===== src/rtl/session_pkg.sv =====
// Shared word-type, command, call-state and error-bit definitions for the
// session receive stage.
package session_pkg;

   localparam logic [1:0] TYPE_NONE  = 2'b00;
   localparam logic [1:0] TYPE_CTRL  = 2'b01;
   localparam logic [1:0] TYPE_AUDIO = 2'b10;
   localparam logic [1:0] TYPE_BAD   = 2'b11;

   localparam logic [7:0] CMD_RING   = 8'h01;
   localparam logic [7:0] CMD_ACCEPT = 8'h02;
   localparam logic [7:0] CMD_HANGUP = 8'h03;
   localparam logic [7:0] CMD_REJECT = 8'h04;

   typedef enum logic [1:0] {
      ST_IDLE      = 2'd0,
      ST_RINGING   = 2'd1,
      ST_CONNECTED = 2'd2,
      ST_CLOSING   = 2'd3
   } call_state_t;

   localparam int ERR_OVF = 0;
   localparam int ERR_UDF = 1;
   localparam int ERR_BAD = 2;

   function automatic logic cmd_known(input logic [7:0] cmd);
      return (cmd == CMD_RING) || (cmd == CMD_ACCEPT) ||
             (cmd == CMD_HANGUP) || (cmd == CMD_REJECT);
   endfunction

endpackage


===== src/rtl/session_rcv_if.sv =====
// Transport-to-session word strobe with the backpressure return path.
interface session_rcv_if;
   logic [1:0]  sendingToSession;
   logic [15:0] data;
   logic        sessionBusy;

   modport master (output sendingToSession, output data, input sessionBusy);
   modport slave  (input sendingToSession, input data, output sessionBusy);
endinterface


===== src/rtl/session_audio_fifo.sv =====
// Audio sample FIFO: registered pop data, flush clears pointers and count,
// overflow/underflow are same-cycle pulses for the parent's sticky flags.
module session_audio_fifo #(
   parameter int AUDIO_DEPTH = 64
) (
   input  logic                           clk,
   input  logic                           reset,
   input  logic                           wr_en,
   input  logic [15:0]                    din,
   input  logic                           rd_en,
   input  logic                           flush,
   output logic [15:0]                    dout,
   output logic                           dout_valid,
   output logic [$clog2(AUDIO_DEPTH):0]   count,
   output logic                           overflow,
   output logic                           underflow
);
   localparam int AW = $clog2(AUDIO_DEPTH);
   localparam logic [AW:0] FULL_CNT = (AW+1)'(AUDIO_DEPTH);

   logic [15:0]   mem [AUDIO_DEPTH];
   logic [AW-1:0] wptr;
   logic [AW-1:0] rptr;
   logic          wr_ok;
   logic          rd_ok;

   // Full/empty decisions use the pre-edge count, so a pop never frees a slot
   // for a write on the same edge.
   assign wr_ok     = wr_en && (count < FULL_CNT) && !flush;
   assign rd_ok     = rd_en && (count != '0) && !flush;
   assign overflow  = wr_en && (count == FULL_CNT) && !flush;
   assign underflow = rd_en && (count == '0) && !flush;

   always_ff @(posedge clk) begin
      if (reset && wr_ok) begin
         mem[wptr] <= din;
      end
   end

   always_ff @(posedge clk) begin
      if (!reset) begin
         wptr       <= '0;
         rptr       <= '0;
         count      <= '0;
         dout       <= '0;
         dout_valid <= 1'b0;
      end else if (flush) begin
         wptr       <= '0;
         rptr       <= '0;
         count      <= '0;
         dout_valid <= 1'b0;
      end else begin
         dout_valid <= rd_ok;
         if (wr_ok) begin
            wptr <= wptr + 1'b1;
         end
         if (rd_ok) begin
            dout <= mem[rptr];
            rptr <= rptr + 1'b1;
         end
         case ({wr_ok, rd_ok})
            2'b10:   count <= count + 1'b1;
            2'b01:   count <= count - 1'b1;
            default: count <= count;
         endcase
      end
   end

endmodule


===== src/rtl/session_rcv.sv =====
// Session receive stage: control-word decode into the call FSM, audio
// buffering toward playback, sticky error flags and transport backpressure.
//
//   state     | meaning
//   IDLE      | no call; waiting for RING
//   RINGING   | incoming call announced, caller_id latched
//   CONNECTED | call up, audio words are buffered
//   CLOSING   | one-cycle teardown; FIFO flushed on exit
module session_rcv
   import session_pkg::*;
#(
   parameter int AUDIO_DEPTH = 64,
   parameter int BUSY_MARGIN = 8
) (
   input  logic               clk,
   input  logic               reset,
   session_rcv_if.slave       tp,
   input  logic               audio_rd_en,
   output logic [15:0]        audio_out,
   output logic               audio_valid,
   output logic               audio_empty,
   output logic               ctrl_valid,
   output logic [7:0]         ctrl_cmd,
   output logic [7:0]         ctrl_arg,
   output logic [1:0]         call_state,
   output logic [7:0]         caller_id,
   output logic [2:0]         err_flags
);
   localparam int AW = $clog2(AUDIO_DEPTH);
   localparam logic [AW:0] BUSY_TH = (AW+1)'(AUDIO_DEPTH - BUSY_MARGIN);

   call_state_t state_q;
   call_state_t state_d;
   logic        is_ctrl;
   logic [7:0]  cmd;
   logic [7:0]  arg;
   logic        fifo_wr;
   logic        fifo_flush;
   logic        latch_caller;
   logic        busy_force;
   logic [AW:0] fifo_count;
   logic        fifo_ovf;
   logic        fifo_udf;
   logic        bad_word;
   logic        busy_q;

   assign is_ctrl  = (tp.sendingToSession == TYPE_CTRL);
   assign cmd      = tp.data[15:8];
   assign arg      = tp.data[7:0];
   assign bad_word = (tp.sendingToSession == TYPE_BAD) || (is_ctrl && !cmd_known(cmd));

   always_ff @(posedge clk) begin
      if (!reset) begin
         state_q <= ST_IDLE;
      end else begin
         state_q <= state_d;
      end
   end

   // CLOSING always exits to IDLE; HANGUP is honoured from every other state.
   always_comb begin
      state_d = state_q;
      if (state_q == ST_CLOSING) begin
         state_d = ST_IDLE;
      end else if (is_ctrl) begin
         if (cmd == CMD_HANGUP) begin
            state_d = ST_CLOSING;
         end else begin
            case (state_q)
               ST_IDLE: begin
                  if (cmd == CMD_RING) state_d = ST_RINGING;
               end
               ST_RINGING: begin
                  if (cmd == CMD_ACCEPT)      state_d = ST_CONNECTED;
                  else if (cmd == CMD_REJECT) state_d = ST_CLOSING;
               end
               default: state_d = state_q;
            endcase
         end
      end
   end

   always_comb begin
      fifo_flush   = (state_q == ST_CLOSING);
      fifo_wr      = (tp.sendingToSession == TYPE_AUDIO) && (state_q == ST_CONNECTED);
      latch_caller = is_ctrl && (cmd == CMD_RING) && (state_q == ST_IDLE);
      busy_force   = (state_d == ST_CLOSING);
   end

   session_audio_fifo #(.AUDIO_DEPTH(AUDIO_DEPTH)) u_fifo (
      .clk        (clk),
      .reset      (reset),
      .wr_en      (fifo_wr),
      .din        (tp.data),
      .rd_en      (audio_rd_en),
      .flush      (fifo_flush),
      .dout       (audio_out),
      .dout_valid (audio_valid),
      .count      (fifo_count),
      .overflow   (fifo_ovf),
      .underflow  (fifo_udf)
   );

   always_ff @(posedge clk) begin
      if (!reset) begin
         ctrl_valid <= 1'b0;
         ctrl_cmd   <= '0;
         ctrl_arg   <= '0;
         caller_id  <= '0;
         err_flags  <= '0;
         busy_q     <= 1'b0;
      end else begin
         ctrl_valid <= is_ctrl;
         if (is_ctrl) begin
            ctrl_cmd <= cmd;
            ctrl_arg <= arg;
         end
         if (latch_caller) begin
            caller_id <= arg;
         end
         if (fifo_ovf) err_flags[ERR_OVF] <= 1'b1;
         if (fifo_udf) err_flags[ERR_UDF] <= 1'b1;
         if (bad_word) err_flags[ERR_BAD] <= 1'b1;
         // Built from the count register, so it trails occupancy by a cycle.
         busy_q <= (fifo_count >= BUSY_TH) || busy_force;
      end
   end

   assign tp.sessionBusy = busy_q;
   assign audio_empty    = (fifo_count == '0);
   assign call_state     = state_q;

endmodule


===== src/flat_wrapper.sv =====
// flat-port wrapper written by rule: the top's interface ports become plain ports
module session_rcv_flat import session_pkg::*;
#(
   parameter int AUDIO_DEPTH = 64,
   parameter int BUSY_MARGIN = 8
)
  (clk, reset, audio_rd_en, audio_out, audio_valid, audio_empty, ctrl_valid, ctrl_cmd, ctrl_arg, call_state, caller_id, err_flags, tp_sendingToSession, tp_data, tp_sessionBusy);
  session_rcv_if tp_i ();
  input  logic clk;
  input  logic reset;
  input  logic audio_rd_en;
  output logic [15:0] audio_out;
  output logic audio_valid;
  output logic audio_empty;
  output logic ctrl_valid;
  output logic [7:0] ctrl_cmd;
  output logic [7:0] ctrl_arg;
  output logic [1:0] call_state;
  output logic [7:0] caller_id;
  output logic [2:0] err_flags;
  input wire logic [$bits(tp_i.sendingToSession)-1:0] tp_sendingToSession;
  input wire logic [$bits(tp_i.data)-1:0] tp_data;
  output wire logic [$bits(tp_i.sessionBusy)-1:0] tp_sessionBusy;
  assign tp_i.sendingToSession = tp_sendingToSession;
  assign tp_i.data = tp_data;
  assign tp_sessionBusy = tp_i.sessionBusy;
  session_rcv #(.AUDIO_DEPTH(AUDIO_DEPTH), .BUSY_MARGIN(BUSY_MARGIN)) u_core (.clk(clk), .reset(reset), .tp(tp_i), .audio_rd_en(audio_rd_en), .audio_out(audio_out), .audio_valid(audio_valid), .audio_empty(audio_empty), .ctrl_valid(ctrl_valid), .ctrl_cmd(ctrl_cmd), .ctrl_arg(ctrl_arg), .call_state(call_state), .caller_id(caller_id), .err_flags(err_flags));
endmodule

===== config.mk =====
export PLATFORM = sky130hd
export DESIGN_NAME = session_rcv_flat
export DESIGN_NICKNAME = d
export VERILOG_FILES = /design/src/rtl/session_pkg.sv /design/src/rtl/session_rcv_if.sv /design/src/rtl/session_audio_fifo.sv /design/src/rtl/session_rcv.sv /design/src/flat_wrapper.sv
export SDC_FILE = /design/constraint.sdc
export NUM_CORES = 1
export LEC_CHECK = 0
export ABC_CLOCK_PERIOD_IN_PS = 6600
export CAP_MARGIN = 15
export CORE_MARGIN = 10
export CORE_UTILIZATION = 54
export DETAILED_ROUTE_END_ITERATION = 7
export PLACE_DENSITY_LB_ADDON = 0.1
export SKIP_CTS_REPAIR_TIMING = 1
export SLEW_MARGIN = 20
export SYNTH_ARGS = -nofsm -noshare
export SYNTH_HDL_FRONTEND = slang
export SYNTH_HIERARCHICAL = 1
export SYNTH_SLANG_ARGS = --single-unit

===== constraint.sdc =====
create_clock -name clk -period 6.6 [get_ports clk]
set_input_delay 1.32 -clock clk [delete_from_list [all_inputs] [get_ports clk]]
set_output_delay 1.32 -clock clk [all_outputs]
set_load 0.05 [all_outputs]

==> flow_metrics.env <==
export IMPL_clock_latency_ns=0.67
export IMPL_grt_pass1_wl_mm=149
export IMPL_crit_type="reg2out"
export IMPL_worstPathMaxFanout=5
export IMPL_setup_tns_final_ns=0
export IMPL_crit_path_cell_trace="or4_1 > nor4_1 > clkdlybuf4s50_1"
export IMPL_cap_violations=0
export IMPL_total_power_mw=13.7
export IMPL_gr_total_overflow=0
export IMPL_initialDrtViolationCount=2199
export IMPL_yosys_register_bits=1091
export IMPL_viasPerCell=6.15
export IMPL_dieArea_um2=90000
export IMPL_track_usage_pct=22.3
export IMPL_muxShareOfSynthArea_pct=14.1
export IMPL_hp_class="reg2reg"
export IMPL_path_clk_slew_ns=0.06
export IMPL_ios=70
export IMPL_max_vdd_ir_drop_mv=0.193
export IMPL_io_buffers=69
export IMPL_clock_sinks=1091
export IMPL_rsz0062_at_grt="no"
export IMPL_globalplace_congestion=0.915
export IMPL_synth_xor_area_share_pct=0.248
export IMPL_final_nets=2406
export IMPL_dr_pass1_iters=6
export IMPL_yosys_warnings=6
export IMPL_numCtsBuffers=108
export IMPL_antenna_found_initial=2
export IMPL_cp_end_kind="output pin"
export IMPL_cp_slowest_cell="clkdlybuf4s50_1"
export IMPL_cts_htree_levels=3
export IMPL_synth_nets=2248
export IMPL_setup_viol=0
export IMPL_finalInstanceArea_um2=47800
export IMPL_core_area_um2=77600
export IMPL_synth_ff_type="edfxtp_1"
export IMPL_min_period_over_period_pct=64.6
export IMPL_fin_crit_ns=4.26
export IMPL_synth_top_family_by_area="multiplexers"
export IMPL_vias=21600
export IMPL_mostFrequentLayoutCells="1024 x edfxtp_1, 202 x mux2i_1, 176 x mux4_2, 135 x nor2_1, 111 x clkbuf_16"
export IMPL_maxSlewViolCount=0
export IMPL_wire_per_inst_um=28.5
export IMPL_slew_headroom_pct=17.3
export IMPL_grt_pass1_vias=21800
export IMPL_synthAdderAreaFrac_pct=0.284
export IMPL_yosys_area_share_simple_pct=3.73
export IMPL_dieWidth_um=300
export IMPL_final_common_cell="edfxtp_1"
export IMPL_drive_gt1_share_pct=19.1
export IMPL_cp_start_kind="flop"
export IMPL_worstPathRequired_ns=5.28
export IMPL_syn_inst=2218
export IMPL_clockBufferDepth=3
export IMPL_cp_slowest_stage_delay_ns=0.92
export IMPL_ant_nets=0
export IMPL_drcViolationCount=0
export IMPL_grt_max_degree=104
export IMPL_yosysSeqAreaShare_pct=75.8
export IMPL_synth_edf_count=1024
export IMPL_async_reset_ff_share_pct=0
export IMPL_floorplan_initialDensity_pct=54.6
export IMPL_power_density_nw_per_um2=287
export IMPL_die_y_um=300
export IMPL_placed_area_um2=44300
export IMPL_yosys_cell_types_count=58
export IMPL_cts_root_buffer="clkbuf_16"
export IMPL_run_status="finished clean"
export IMPL_hpwl_mm=59.5
export IMPL_row_count=102
export IMPL_syn_area_um2=42300
export IMPL_max_freq_mhz=235
export IMPL_syn_area_per_cell_um2=19.1
export IMPL_worstMarginPinSlew_ns=1.23
export IMPL_leakagePower_nw=14.6
export IMPL_routed_wl_mm=99.9
export IMPL_area_growth_syn_to_layout_pct=13.0
export IMPL_cts_tree="built"
export IMPL_synth_compound_area_share_pct=3.88
export IMPL_crit_arrival_ns=2.94
export IMPL_fin_skew_ns=0.0280
export IMPL_hold_violations=0
-- power by group --
part | internal, mW | switching [mW]
clock | 3.47 | 2.50
sequential | 7.56 | 0.00338
combinational | 0.0323 | 0.166
total | 11.1 | 2.67
-- layout make-up --
cell class | instances | area [um^2]
timing repair buffer | 171 | 1430
clock buffer | 141 | 2970
fill | 5609 | 29800
antenna | 1 | 2.50
clock inverter | 58 | 510
sequential | 1091 | 32100
tap | 1040 | 1300
multi-input combinational | 991 | 9470
inverter | 13 | 48.8
-- metrics by stage --
stage | cells | utilization (%) | hold WS (ns) | setup slack (ns)
floorplan | 2218 | - | 0.501 | 2.71
global placement | 3305 | 57.1 | 0.441 | 2.04
detailed placement | 3305 | 57.1 | 0.448 | 1.87
CTS | 3504 | 61.6 | 0.460 | 2.23
global route | 3505 | 61.6 | 0.481 | 2.17
finish | 3506 | 61.6 | 0.459 | 2.34
-- worst paths after layout --
path / startpoint / cells past startpoint / slack (ns) / to
worst min register to register: u_core/ctrl_arg[4] / 2 / 0.46 / u_core/ctrl_arg[4]
worst min-delay path: u_core/ctrl_arg[4] / 2 / 0.46 / u_core/ctrl_arg[4]
worst max register to register: u_core/u_fifo/rptr[2] / 7 / 2.67 / u_core/u_fifo/dout[4]
worst max-delay path: u_core/u_fifo/count[3] / 3 / 2.34 / audio_empty
-- logic make-up (layout without fill, tap and decap cells) --
group                    Yosys count  in the layout
other                              0              1
adder cells (fa/ha/maj)            9              9
buffers and inverters            136            383
flip-flops                      1091           1091
AO/OA/AOI/OAI                    255            255
AND/OR/NAND/NOR                  337            337
multiplexers                     378            378
XOR/XNOR                          12             12
-- critical path: cells and delay by family, from the launching register on --
| family | cells | cell delay [ns] |
|---|---|---|
| buffers and inverters | 1 | 0.92 |
| DFF | 1 | 0.37 |
| and+or+nand+nor | 2 | 0.99 |
-- cell usage after synthesis (3+ instances only) --
cell / instances / area [um^2]
inv_1: 13 / 48.8
xor2_1: 9 / 78.8
nand2b_1: 5 / 31.3
clkbuf_1: 45 / 169
a22o_1: 4 / 35.0
ha_1: 8 / 100
o22ai_1: 44 / 275
a21oi_1: 54 / 270
mux2i_1: 202 / 2020
o21ai_0: 35 / 175
nand4_1: 5 / 31.3
dfxtp_1: 67 / 1340
xnor2_1: 3 / 26.3
nor4_1: 16 / 100
and3_1: 3 / 18.8
buf_8: 3 / 45.0
buf_1: 4 / 15.0
nand3_1: 19 / 95.1
o21a_1: 3 / 22.5
a21boi_1: 10 / 75.1
o21ai_1: 18 / 90.1
and2_1: 4 / 25.0
a22oi_1: 47 / 353
buf_6: 26 / 293
edfxtp_1: 1024 / 30700
a32oi_1: 16 / 140
nor2_1: 136 / 510
o311ai_1: 4 / 35.0
nor2b_1: 22 / 138
nor3_1: 25 / 125
buf_2: 37 / 185
nand2_1: 84 / 315
a21boi_0: 7 / 52.6
nor4_2: 3 / 37.5
o221ai_1: 4 / 35.0
buf_4: 6 / 45.0
mux4_2: 176 / 3960
-- layer usage --
metal	vias up	share of wire (%)	GRT usage [%]
met5	-	0.013	0
met4	2	2.7	6.61
met3	148	6.9	4.05
met2	778	48	35.2
met1	11300	43	31.8
li1	9285	-	-
-- sequential cells by signal, indices dropped and copies added (netlist names) --
register and count:
u_core/u_fifo/dout_valid 1, u_core/u_fifo/wptr 6, u_core/caller_id 8, u_core/ctrl_valid 1, u_core/call_state 2, u_core/err_flags 3, u_core/u_fifo/rptr 6, u_core/u_fifo/dout 16
u_core/u_fifo/mem 1024, u_core/tp.sessionBusy 1, u_core/ctrl_cmd 8, u_core/u_fifo/count 7, u_core/ctrl_arg 8
Note: power is estimated with default switching activity, not from simulation.
